`src/rtl/universal_shift_register.sv`:
```
// universal_shift_register: N-bit shift/rotate register with single-step modes and counted burst shifts
module universal_shift_register #(
  parameter int N = 8
) (
  input  logic                   Clock,
  input  logic                   Reset,
  input  logic                   Enable,
  input  logic                   Load,
  input  logic [N-1:0]           DataIn,
  input  logic [2:0]             Mode,
  input  logic                   LeftInput,
  input  logic                   RightInput,
  input  logic                   Start,
  output logic [N-1:0]           Result,
  output logic                   SerialOut,
  output logic                   Busy,
  output logic                   Done,
  output logic [$clog2(N+1)-1:0] Count
);
  localparam int CW = $clog2(N+1);
  logic dir;
  logic step, start, single, so_nxt;
  logic [N-1:0] shl, shr, nxt;
  always_comb begin
    step = Busy && Enable;
    start = !Busy && Start && Mode[2:1] == 2'b11;
    single = Enable && Mode != 3'b000 && Mode[2:1] != 2'b11;
    shl = {Result[N-2:0], RightInput};
    shr = {LeftInput, Result[N-1:1]};
    nxt = Mode == 3'b001 ? shl :
          Mode == 3'b010 ? shr :
          Mode == 3'b011 ? {Result[N-2:0], Result[N-1]} :
          Mode == 3'b100 ? {Result[0], Result[N-1:1]} :
                           {Result[N-1], Result[N-1:1]};
    so_nxt = (Mode == 3'b001 || Mode == 3'b011) ? Result[N-1] : Result[0];
  end
  always_ff @(posedge Clock) begin
    Done <= 1'b0;
    if (!Reset) begin
      Result <= '0;
      SerialOut <= 1'b0;
      Busy <= 1'b0;
      Count <= '0;
      dir <= 1'b0;
    end else if (Load) begin
      Result <= DataIn;
      Busy <= 1'b0;
      Count <= '0;
    end else if (step) begin
      Result <= dir ? shr : shl;
      SerialOut <= dir ? Result[0] : Result[N-1];
      Count <= Count - CW'(1);
      if (Count == CW'(1)) begin
        Busy <= 1'b0;
        Done <= 1'b1;
      end
    end else if (start) begin
      Busy <= 1'b1;
      Count <= CW'(N);
      dir <= Mode[0];
    end else if (single) begin
      Result <= nxt;
      SerialOut <= so_nxt;
    end
  end
endmodule

```
`config.mk`:
```
export PLATFORM = sky130hd
export DESIGN_NAME = universal_shift_register
export DESIGN_NICKNAME = d
export VERILOG_FILES = /design/src/rtl/universal_shift_register.sv
export SDC_FILE = /design/constraint.sdc
export NUM_CORES = 1
export LEC_CHECK = 0
export CORE_MARGIN = 5
export CORE_UTILIZATION = 60
export CTS_BUF_LIST = sky130_fd_sc_hd__clkbuf_8
export CTS_CLUSTER_SIZE = 10
export DETAILED_ROUTE_END_ITERATION = 10
export DONT_BUFFER_PORTS = 1
export GPL_ROUTABILITY_DRIVEN = 1
export MAX_ROUTING_LAYER = met4
export PLACE_DENSITY = 0.73
export SYNTH_ARGS = -nofsm -noshare
export SYNTH_HDL_FRONTEND = slang
export SYNTH_SLANG_ARGS = --single-unit
```
`constraint.sdc`:
```
create_clock -name Clock -period 4.9 [get_ports Clock]
set_input_delay 0.98 -clock Clock [delete_from_list [all_inputs] [get_ports Clock]]
set_output_delay 0.98 -clock Clock [all_outputs]
set_load 0.005 [all_outputs]
```
==> summary.md <==
| Metric | Value |
|---|---|
| Status | finished clean |
| Routed vias/inst | 7.05 |
| Post-synthesis xor/xnor area fraction | 0 |
| Post-synth EDFFs | 0 |
| Clock-pin slew on the worst setup and hold paths | 60 ps |
| Fin. Hold Viols | 0 |
| LEAKAGE | 0.354 nW |
| Vias in the first global route | 814 |
| ANT cells | 0 |
| Die Span Y | 50.5 um |
| Die width | 50.5 um |
| CTS tree | done |
| Syn Inst Count | 112 |
| Proportion of layout cells with a drive suffix above 1 | 0.0935 |
| CTS hold repair buffers | 0 |
| Clock skew | 5.46 ps |
| Nets@finish | 128 |
| WP data arrival | 2090 ps |
| Post-synthesis sequential area ratio | 0.326 |
| Final Setup Violations | 0 |
| Synth Area in Adders | 0.0255 |
| H-tree depth | 1 |
| Avg Inst Size Synth | 8.77 um2 |
| Commonest non-fill, non-tap cells in the layout | 16 x dfxtp_1, 12 x nand3_1, 7 x mux2i_1, 7 x o221ai_1, 6 x nand3b_1 |
| Slew headroom | 0.713 |
| DP HPWL | 1610 um |
| Total number of vias | 867 |
| Worst-path fanout max | 10 |
| Worst skew pair latency | 250 ps |
| Port Buffer Count | 0 |
| Peak VDD IR | 207 uV |
| Yosys cell types | 35 |
| Syn Nets | 132 |
| Complex-gate fraction of the synthesized area | 0.231 |
| Final Util | 0.659 |
| Total wire length | 2250 um |
| DRC | 0 |
| Pin count of the biggest net entering global routing | 22 |
| Post-synthesis cell area | 982 um2 |
| Iter 0 DRT Violations | 8 |
| Most common cell after layout, fill and taps aside | dfxtp_1 |
| Syn-to-layout area delta | 2.29% |
| Kind of critical path | in2reg |
| Final Max Slew Viols | 0 |
| # rows | 14 |
| First-pass GRT wire length | 3680 um |
| Post-cts sizing count | 0 |
| Clk root buf | clkbuf_8 |
| Hold WC Path Type | reg2reg |
| Total track usage | 0.189 |
| CTS buffer count | 3 |
| Flops & latches, synth | 16 |
| Initial Utilization | 0.644 |
| Worst-margin pin slew | 429 ps |
| Dominant cell type by area after synthesis | dfxtp_1 |
| Initial antenna violation count | 0 |
| IO Pins | 33 |
| GRT overflow | 0 |
| Setup crit end kind | flip-flop |
| Final min period | 1970 ps |
| Worst setup SP type | input pin |
| Core footprint | 1520 um2 |
| First-pass DRT Iterations | 4 |
| PwrDens | 292 nW/um2 |
| Maximum clock frequency | 0.508 GHz |
| Top post-synthesis cells by area | dfxtp_1 33%, mux2i_1 7.1%, o221ai_1 6.2%, nand3_1 6.1%, nand3b_1 4.6% |
| Synth Warn # | 0 |
| RSZ-0062 raised after global routing | false |
| Overall die area | 2550 um2 |
| Worst reg-to-reg setup slack | 3130 ps |
| Post-CTS Repair Setup Buffers | 0 |
| DR WL/cell | 18.3 um |
| Top-area cell type share of the netlist area | 0.326 |
| Period utilisation layout | 0.402 |
| Longest Clk Path Bufs | 2 |
| Total Neg Setup Slack | 0 ps |
| GP Congestion | 0.694 |
| Simple-Gate Fraction of Synth Area | 0.282 |
| Worst EP required | 5020 ps |
| Largest family of logic cells by synthesized area | simple AND/OR/NAND/NOR gates |
| Post-route ant nets | 0 |
| Main synth FF type | dfxtp_1 |
| Mux share of post-synthesis cell area | 0.0713 |
| Clk sinks | 16 |
| Ys async rst share | 0 |
| Max-cap violations | 0 |
-- registers in the layout, summed over array words and instances (netlist names) --
signal,count
Busy,1
SerialOut,1
Count,4
dir,1
Done,1
Result,8
-- final cells by class --
class | count | area [um2]
Sequential cell | 16 | 320
Fill cell | 136 | 519
Multi-Input combinational cell | 84 | 598
Tap cell | 16 | 20.0
Inverter | 3 | 11.3
Clock buffer | 4 | 55.1
-- worst max-delay path, stage by stage --
cell      delay, ps
or4_4           500
o211a_1         290
nand2b_4        180
o221ai_1        130
-- per-layer routing --
| metal | part of all wire | vias up | routed length (um) | GRT usage |
|---|---|---|---|---|
| met5 | 0 | - | 0 | - |
| met4 | 0.018 | 0 | 40 | 0.0766 |
| met3 | 0.090 | 5 | 203 | 0.0740 |
| met2 | 0.49 | 29 | 1110 | 0.310 |
| met1 | 0.40 | 419 | 899 | 0.202 |
| li1 | - | 414 | - | - |
-- kinds of logic (layout without fill, tap and decap cells) --
kind of cell	Yosys count	after routing
muxes	7	7
AOI/OAI and AO/OA	29	29
DFF	16	16
buffers and inverters	12	7
adders and majority gates	2	2
and+or+nand+nor	46	46
-- synthesized netlist by cell type, types with 2 or more instances --
cell type,number
dfxtp_1,16
nand3_1,12
mux2i_1,7
o221ai_1,7
nand3b_1,6
a21oi_1,5
nand2_1,5
clkbuf_1,4
nand2b_1,4
nor2_1,4
a31oi_1,3
buf_2,3
inv_1,3
nor3_1,3
a211oi_1,2
buf_6,2
ha_1,2
nor2b_1,2
nor3b_1,2
nor4_1,2
o211a_1,2
o21ai_0,2
or2_2,2
-- worst paths after layout --
kind / cells after the start / endpoint / start
max reg2reg: 4 / Result[3] / Busy
max: 4 / Result[1] / Mode[0]
min reg2reg: 1 / Count[3] / Count[3]
min: 1 / Count[3] / Count[3]
-- where the power goes --
part           internal (mW)  switching (mW)  total (mW)
combinational         0.0161          0.0149      0.0310
sequential             0.136         0.00816       0.144
clock                 0.0713          0.0469       0.118
total                  0.223          0.0700       0.293
-- stage by stage --
| step | total power, mW | area (um2) | hold slack [ps] | std cells | setup slack, ps |
|---|---|---|---|---|---|
| 2_1_floorplan | 0.178 | 982 | 482 | 112 | 2660 |
| 3_3_place_gp | 0.177 | 950 | 526 | 119 | 2700 |
| 3_5_place_dp | 0.178 | 950 | 522 | 119 | 2670 |
| 4_1_cts | 0.296 | 1000 | 534 | 123 | 2940 |
| 5_1_grt | 0.307 | 1000 | 548 | 123 | 2870 |
| 6_report | 0.293 | 1000 | 530 | 123 | 2930 |
(Power assumes the default switching activity.)
